File: config.mk
export PLATFORM = sky130hd
export DESIGN_NAME = uart_rx_flat
export DESIGN_NICKNAME = d
export VERILOG_FILES = /design/src/rtl/uart_rx_if.sv /design/src/rtl/uart_rx.sv /design/src/flat_wrapper.sv
export SDC_FILE = /design/constraint.sdc
export NUM_CORES = 1
export LEC_CHECK = 0
export ABC_AREA = 0
export CAP_MARGIN = 20
export CORE_MARGIN = 2
export CORE_UTILIZATION = 45
export DETAILED_ROUTE_END_ITERATION = 8
export GPL_TIMING_DRIVEN = 0
export PLACE_DENSITY_LB_ADDON = 0.12
export REMOVE_ABC_BUFFERS = 1
export SLEW_MARGIN = 30
export SYNTH_ARGS = -nofsm -noshare
export SYNTH_HDL_FRONTEND = slang
export SYNTH_SLANG_ARGS = --single-unit
export TNS_END_PERCENT = 100
File: constraint.sdc
create_clock -name ACLK -period 2.5 [get_ports ACLK]
set_input_delay 0.375 -clock ACLK [delete_from_list [all_inputs] [get_ports ACLK]]
set_output_delay 0.375 -clock ACLK [all_outputs]
set_load 0.01 [all_outputs]
File: src/rtl/uart_rx_if.sv
// Register-side bundle of the UART receiver: line, sample strobe, frame config and FIFO head/status.
// slave is the receiver's view; master is the register block / line driver view.
interface uart_rx_if #(
    parameter int UART_DATA_WIDTH = 8
);
    logic                       rx_sample_pulse;
    logic                       UART_RX;
    logic                       data_bits;
    logic                       parity_en;
    logic                       parity_odd0_even1;
    logic                       rx_data_reg_rd;
    logic                       rx_err_clr;
    logic [UART_DATA_WIDTH-1:0] rx_data;
    logic                       rx_parity_err;
    logic                       rx_frame_err;
    logic                       rx_valid;
    logic                       rx_full;
    logic                       rx_overrun;

    modport slave (
        input  rx_sample_pulse, UART_RX, data_bits, parity_en, parity_odd0_even1,
               rx_data_reg_rd, rx_err_clr,
        output rx_data, rx_parity_err, rx_frame_err, rx_valid, rx_full, rx_overrun
    );

    modport master (
        output rx_sample_pulse, UART_RX, data_bits, parity_en, parity_odd0_even1,
               rx_data_reg_rd, rx_err_clr,
        input  rx_data, rx_parity_err, rx_frame_err, rx_valid, rx_full, rx_overrun
    );
endinterface

File: src/rtl/uart_rx.sv
// UART receiver: 16x oversampled 7/8-bit framing, parity and stop check, show-ahead FIFO; UART_RX_MAJORITY_EN adds 3-sample voting.
// rx_valid rises one cycle after the stop-bit sample; no backpressure, a full FIFO drops the frame and sets sticky rx_overrun.
module uart_rx #(
    parameter int UART_DATA_WIDTH        = 8,
    parameter int UART_RX_FIFO_DEPTH     = 8,
    parameter int UART_RX_FIFO_PTR_WIDTH = 4
) (
    input  logic     ACLK,
    input  logic     ARESET,
    uart_rx_if.slave rx_if
);
    localparam int DW = UART_DATA_WIDTH;
    localparam int EW = UART_DATA_WIDTH + 2;
    localparam int AW = UART_RX_FIFO_PTR_WIDTH - 1;

    typedef enum logic [2:0] {S_IDLE, S_START, S_DATA, S_PARITY, S_STOP} state_t;

`ifdef UART_RX_MAJORITY_EN
    localparam logic [3:0] START_TICK = 4'd8;
`else
    localparam logic [3:0] START_TICK = 4'd7;
`endif

    state_t        r_state, w_next;
    logic          r_sync1, r_sync2, r_rx_s_d;
    logic [3:0]    r_tick;
    logic [2:0]    r_bit;
    logic [DW-1:0] r_shift;
    logic          r_par_err;
    logic          w_rx_s, w_bit, w_pulse, w_tick_start, w_tick15, w_last;
    logic          w_tick_clr, w_bit_clr, w_shift_en, w_par_en, w_push;
    logic [DW-1:0] w_data;
    logic          w_exp_par;

    assign w_pulse      = rx_if.rx_sample_pulse;
    assign w_rx_s       = r_sync2;
    assign w_tick_start = (r_tick == START_TICK);
    assign w_tick15     = (r_tick == 4'hF);
    assign w_last       = (r_bit == (3'd6 + {2'b00, rx_if.data_bits}));

    always_ff @(posedge ACLK) begin
        if (ARESET) begin
            r_sync1  <= 1'b1;
            r_sync2  <= 1'b1;
            r_rx_s_d <= 1'b1;
        end else begin
            r_sync1 <= rx_if.UART_RX;
            r_sync2 <= r_sync1;
            if (w_pulse) r_rx_s_d <= w_rx_s;
        end
    end

`ifdef UART_RX_MAJORITY_EN
    // Start bit votes over ticks 6..8, every other bit over ticks 7..9.
    logic [2:0] r_maj;
    logic       w_maj_shift;
    assign w_maj_shift = w_pulse &&
        (((r_state == S_START) && (r_tick == 4'd6 || r_tick == 4'd7)) ||
         ((r_state != S_IDLE) && (r_state != S_START) && (r_tick >= 4'd7) && (r_tick <= 4'd9)));
    always_ff @(posedge ACLK) begin
        if (ARESET)           r_maj <= 3'b000;
        else if (w_maj_shift) r_maj <= {r_maj[1:0], w_rx_s};
    end
    assign w_bit = (r_state == S_START)
                 ? ((r_maj[1] & r_maj[0]) | (r_maj[1] & w_rx_s) | (r_maj[0] & w_rx_s))
                 : ((r_maj[2] & r_maj[1]) | (r_maj[2] & r_maj[0]) | (r_maj[1] & r_maj[0]));
`else
    assign w_bit = w_rx_s;
`endif

    always_ff @(posedge ACLK) begin
        if (ARESET) r_state <= S_IDLE;
        else        r_state <= w_next;
    end

    always_comb begin
        w_next = r_state;
        if (w_pulse) begin
            case (r_state)
                S_IDLE:   if (r_rx_s_d && !w_rx_s) w_next = S_START;
                S_START:  if (w_tick_start) w_next = w_bit ? S_IDLE : S_DATA;
                S_DATA:   if (w_tick15 && w_last) w_next = rx_if.parity_en ? S_PARITY : S_STOP;
                S_PARITY: if (w_tick15) w_next = S_STOP;
                S_STOP:   if (w_tick15) w_next = S_IDLE;
                default:  w_next = S_IDLE;
            endcase
        end
    end

    always_comb begin
        w_tick_clr = 1'b1;
        w_bit_clr  = 1'b0;
        w_shift_en = 1'b0;
        w_par_en   = 1'b0;
        w_push     = 1'b0;
        case (r_state)
            S_START: begin
                w_tick_clr = w_tick_start;
                w_bit_clr  = 1'b1;
            end
            S_DATA: begin
                w_tick_clr = 1'b0;
                w_shift_en = w_pulse && w_tick15;
            end
            S_PARITY: begin
                w_tick_clr = 1'b0;
                w_par_en   = w_pulse && w_tick15;
            end
            S_STOP: begin
                w_tick_clr = 1'b0;
                w_push     = w_pulse && w_tick15;
            end
            default: ;
        endcase
    end

    always_ff @(posedge ACLK) begin
        if (ARESET) begin
            r_tick <= 4'd0;
            r_bit  <= 3'd0;
        end else if (w_pulse) begin
            r_tick <= w_tick_clr ? 4'd0 : r_tick + 4'd1;
            if (w_bit_clr)       r_bit <= 3'd0;
            else if (w_shift_en) r_bit <= r_bit + 3'd1;
        end
    end

    // LSB-first shifting leaves a 7-bit character in the top bits; realign it.
    assign w_data    = rx_if.data_bits ? r_shift : {1'b0, r_shift[DW-1:1]};
    assign w_exp_par = rx_if.parity_odd0_even1 ? ^w_data : ~^w_data;

    always_ff @(posedge ACLK) begin
        if (ARESET) begin
            r_shift   <= '0;
            r_par_err <= 1'b0;
        end else begin
            if (w_shift_en) r_shift <= {w_bit, r_shift[DW-1:1]};
            if (r_state == S_IDLE) r_par_err <= 1'b0;
            else if (w_par_en)     r_par_err <= (w_bit != w_exp_par);
        end
    end

    logic [EW-1:0]                 r_mem [UART_RX_FIFO_DEPTH];
    logic [UART_RX_FIFO_PTR_WIDTH-1:0] r_wptr, r_rptr, w_wptr_nxt, w_rptr_nxt;
    logic                          r_valid, r_full, r_overrun;
    logic                          w_pop, w_wr, w_drop;
    logic [EW-1:0]                 w_head;

    assign w_pop      = rx_if.rx_data_reg_rd && r_valid;
    assign w_wr       = w_push && (!r_full || w_pop);
    assign w_drop     = w_push && r_full && !w_pop;
    assign w_wptr_nxt = r_wptr + {{AW{1'b0}}, w_wr};
    assign w_rptr_nxt = r_rptr + {{AW{1'b0}}, w_pop};

    always_ff @(posedge ACLK) begin
        if (ARESET) begin
            for (int i = 0; i < UART_RX_FIFO_DEPTH; i++) r_mem[i] <= '0;
            r_wptr    <= '0;
            r_rptr    <= '0;
            r_valid   <= 1'b0;
            r_full    <= 1'b0;
            r_overrun <= 1'b0;
        end else begin
            if (w_wr) r_mem[r_wptr[AW-1:0]] <= {~w_bit, r_par_err, w_data};
            r_wptr  <= w_wptr_nxt;
            r_rptr  <= w_rptr_nxt;
            r_valid <= (w_wptr_nxt != w_rptr_nxt);
            r_full  <= (w_wptr_nxt[AW] != w_rptr_nxt[AW]) &&
                       (w_wptr_nxt[AW-1:0] == w_rptr_nxt[AW-1:0]);
            // A drop in the same cycle as a clear keeps the flag set.
            if (w_drop)                r_overrun <= 1'b1;
            else if (rx_if.rx_err_clr) r_overrun <= 1'b0;
        end
    end

    assign w_head              = r_mem[r_rptr[AW-1:0]];
    assign rx_if.rx_data       = r_valid ? w_head[DW-1:0] : '0;
    assign rx_if.rx_parity_err = r_valid & w_head[DW];
    assign rx_if.rx_frame_err  = r_valid & w_head[DW+1];
    assign rx_if.rx_valid      = r_valid;
    assign rx_if.rx_full       = r_full;
    assign rx_if.rx_overrun    = r_overrun;
endmodule

File: src/flat_wrapper.sv
// flat-port wrapper written by rule: the top's interface ports become plain ports
module uart_rx_flat 
#(
    parameter int UART_DATA_WIDTH        = 8,
    parameter int UART_RX_FIFO_DEPTH     = 8,
    parameter int UART_RX_FIFO_PTR_WIDTH = 4
)
  (ACLK, ARESET, rx_if_rx_sample_pulse, rx_if_UART_RX, rx_if_data_bits, rx_if_parity_en, rx_if_parity_odd0_even1, rx_if_rx_data_reg_rd, rx_if_rx_err_clr, rx_if_rx_data, rx_if_rx_parity_err, rx_if_rx_frame_err, rx_if_rx_valid, rx_if_rx_full, rx_if_rx_overrun);
  uart_rx_if #(.UART_DATA_WIDTH(UART_DATA_WIDTH)) rx_if_i ();
  input  logic ACLK;
  input  logic ARESET;
  input wire logic [$bits(rx_if_i.rx_sample_pulse)-1:0] rx_if_rx_sample_pulse;
  input wire logic [$bits(rx_if_i.UART_RX)-1:0] rx_if_UART_RX;
  input wire logic [$bits(rx_if_i.data_bits)-1:0] rx_if_data_bits;
  input wire logic [$bits(rx_if_i.parity_en)-1:0] rx_if_parity_en;
  input wire logic [$bits(rx_if_i.parity_odd0_even1)-1:0] rx_if_parity_odd0_even1;
  input wire logic [$bits(rx_if_i.rx_data_reg_rd)-1:0] rx_if_rx_data_reg_rd;
  input wire logic [$bits(rx_if_i.rx_err_clr)-1:0] rx_if_rx_err_clr;
  output wire logic [$bits(rx_if_i.rx_data)-1:0] rx_if_rx_data;
  output wire logic [$bits(rx_if_i.rx_parity_err)-1:0] rx_if_rx_parity_err;
  output wire logic [$bits(rx_if_i.rx_frame_err)-1:0] rx_if_rx_frame_err;
  output wire logic [$bits(rx_if_i.rx_valid)-1:0] rx_if_rx_valid;
  output wire logic [$bits(rx_if_i.rx_full)-1:0] rx_if_rx_full;
  output wire logic [$bits(rx_if_i.rx_overrun)-1:0] rx_if_rx_overrun;
  assign rx_if_i.rx_sample_pulse = rx_if_rx_sample_pulse;
  assign rx_if_i.UART_RX = rx_if_UART_RX;
  assign rx_if_i.data_bits = rx_if_data_bits;
  assign rx_if_i.parity_en = rx_if_parity_en;
  assign rx_if_i.parity_odd0_even1 = rx_if_parity_odd0_even1;
  assign rx_if_i.rx_data_reg_rd = rx_if_rx_data_reg_rd;
  assign rx_if_i.rx_err_clr = rx_if_rx_err_clr;
  assign rx_if_rx_data = rx_if_i.rx_data;
  assign rx_if_rx_parity_err = rx_if_i.rx_parity_err;
  assign rx_if_rx_frame_err = rx_if_i.rx_frame_err;
  assign rx_if_rx_valid = rx_if_i.rx_valid;
  assign rx_if_rx_full = rx_if_i.rx_full;
  assign rx_if_rx_overrun = rx_if_i.rx_overrun;
  uart_rx #(.UART_DATA_WIDTH(UART_DATA_WIDTH), .UART_RX_FIFO_DEPTH(UART_RX_FIFO_DEPTH), .UART_RX_FIFO_PTR_WIDTH(UART_RX_FIFO_PTR_WIDTH)) u_core (.ACLK(ACLK), .ARESET(ARESET), .rx_if(rx_if_i));
endmodule
==> impl_results.md <==
- Nets: roughly 460
- Post-Syn Instances: a little over 400
- CP max FO: 15
- Io pins: 22
- Min Tclk post-route: 2420 ps
- Final Non-Filler Cells: 599
- Clk buf depth: 2
- Netlist cell types: between 40 and 50
- Largest area contributor in the synthesized netlist: edfxtp_1
- Fraction of layout instances using a drive strength above 1: 0.219
- Ys async rst share: 0
- Root Buffer: clkbuf_16
- Critical Path Start Type: flip-flop
- Main synth FF type: edfxtp_1
- Die area: around 12000 um^2
- H-tree Lvls: 4
- Final Cycle Share: 0.968
- FP Rows: 39
- Worst relative slew slack: 0.408
- Vias in the first global route: 3300
- Diode count: 0
- GRT Total Usage: 0.191
- Pin count of the biggest net entering global routing: 45
- Static Leak: ~0.0022 uW
- Reg-to-Reg Start: u_core.r_tick[0]
- Critical path required time: ~2100 ps
- First-pass GRT wire length: about 18000 um
- Post-DP HPWL: between 6000 and 7000 um
- Final Max Tran Viols: 0
- WL/cell: 19.0 um
- Worst Setup Path Type: reg2out
- Crit end category: output pin
- CP arrival: between 2000 and 2500 ps
- Clock Latency Late Sink: ~410 ps
- Ranking of synthesized cells by area: edfxtp_1 (46%), dfxtp_1 (13%), mux4_2 (8.7%), nor2_1 (8.0%), mux2i_1 (5.6%)
- Clock skew: a little over 6 ps
- Via-per-instance ratio: roughly 5.5
- PortBufs: 21
- Clock slew at reported path FFs: roughly 50 ps
- Final ANT Viol Nets: 0
- Post-synth design cell area: roughly 5200 um^2
- # setup viols final: 0
- Most common cell after layout, fill and taps aside: nor2_1
- Worst VDD drop: 399 uV
- DR iter-0 viols: roughly 220
- WL final: 11400 um
- YS warnings: 0
- Drt drc: 0
- Sequential area share after synthesis: 0.592
- Mapped Avg Cell Area: 12.6 um^2
- CTS tree: yes
- Final hold violation count: 0
- Routability cong.: between 0.7 and 0.8
- Unrepaired setup endpoints after global routing: no
- Status: finished clean
- Core Box Area: between 10000 and 15000 um^2
- Detailed Routing Iterations Pass 1: 4
- Slew of the pin with the lowest slew margin: around 860 ps
- Worst hold start: rx_if_rx_sample_pulse
- Pwr dens: 741 nW/um^2
- TritonCTS Buffers: 17
- Post-synth EDFFs: 80
- Die X-Extent: between 100 and 150 um
- Most frequent cells in the layout: nor2_1 (110), edfxtp_1 (80), mux2i_1 (27), dfxtp_1 (26), mux4_2 (20)
- Fill cell count: 940
- Minimum hold slack: around 400 ps
- Die height: around 110 um
- Via count: approximately 3300
- Initial antenna violation count: 0
- CP Launch Point: u_core.r_rptr[0]
- Post-Place Cells: 552
- Maximum clock frequency: 413 MHz
- Area delta synth->final: 22.0%
- Grt total ovfl: 0
- Max-cap viol count: 0
- Initial core utilization: 0.457
- Synth Register Bits: 113
- Top-area cell type share of the netlist area: 0.464
- Type of the tightest min-delay check: in2reg
- Clk sinks: 113
- Setup TNS: 0 ps
==> power breakdown <==
part           internal (uW)  leakage [uW]  switching, uW  total, uW
Clock                   1650      0.000291            803       2450
Combinational           63.4      0.000887           76.3        140
Sequential              2070       0.00103           22.6       2090
==> kinds of logic (layout without fill, tap and decap cells) <==
kind of cell | count (synthesis) | after routing | synth area share
and+or+nand+nor | 175 | 180 | 0.162
DFF | 113 | 113 | 0.592
muxes | 49 | 49 | 0.143
buffers and inverters | 31 | 70 | 0.0281
xor gates and xnor gates | 21 | 21 | 0.0356
AOI/OAI and AO/OA | 17 | 17 | 0.0247
adders and majority gates | 6 | 6 | 0.0145
==> synth_stat cells, drive strengths merged, types with 7 or more instances <==
cell type    n
nor2b       17
edfxtp      80
xnor2       15
mux2i       29
dfxtp       33
nor2       110
mux4        20
clkbuf      13
nand2b       8
nand3        7
buf         12
nand2        7
==> metal layers <==
metal  share of wire  track usage  wire (um)
met2            0.53        0.325       6030
met1            0.41        0.236       4720
met5               0            0          0
met4           0.012       0.0617        142
met3           0.045       0.0514        515
==> stage by stage <==
| step | worst slack (ps) | utilization | instance area, um^2 | power [uW] |
|---|---|---|---|---|
| finish | 79.4 | 0.558 | 6310 | 4680 |
| global route | 2.53 | 0.558 | 6310 | 4800 |
| CTS | 10.7 | 0.547 | 6190 | 4700 |
| detailed placement | -891 | 0.483 | 5470 | 2260 |
| global placement | -1490 | 0.481 | 5440 | 2250 |
| floorplan | -33.9 | - | 5050 | 2200 |
==> area by class of cell <==
type / instances / area [um^2] / area share
flip-flops and latches: 113 / 3080 / 0.487
multi-input cells: 273 / 2120 / 0.336
clock buffers: 19 / 433 / 0.0686
repair buffers: 32 / 313 / 0.0495
well taps: 143 / 179 / 0.0283
clock inverters: 13 / 168 / 0.0266
inverters: 6 / 22.5 / 0.00357
==> flip-flops by register name (all words and copies together), names as in the netlist, 3 cells and up <==
name            flops
u_core.r_wptr       4
u_core.r_tick       4
u_core.r_shift      8
u_core.r_mem       80
u_core.r_bit        3
u_core.r_rptr       4
u_core.r_state      3
==> timing repair <==
| action | in CTS | in global routing |
|---|---|---|
| gates resized for setup | 38 | 11 |
| buffers inserted | 1 | 9 |
| cloned | 2 | 3 |
| setup endpoints to repair | 90 | 82 |
| pin swaps | 1 | 4 |
| hold buffers | 0 | 0 |
==> path summary, 6_finish.rpt <==
check	slack, ps	depth (start not counted)	end
hold reg to reg	410	1	u_core.r_sync2
hold / removal	400	2	u_core.r_rx_s_d
setup reg to reg	110	6	u_core.r_mem[1][1]
setup / recovery	80	5	rx_if_rx_data[1]
==> critical path, stage by stage, from the launching register on <==
cell	delay [ps]
dfxtp_4	380
buf_16	180
mux4_2	520
mux2i_1	200
nor2b_1	70
dlygate4sd2_1	280
Note: power is estimated with default switching activity, not from simulation.
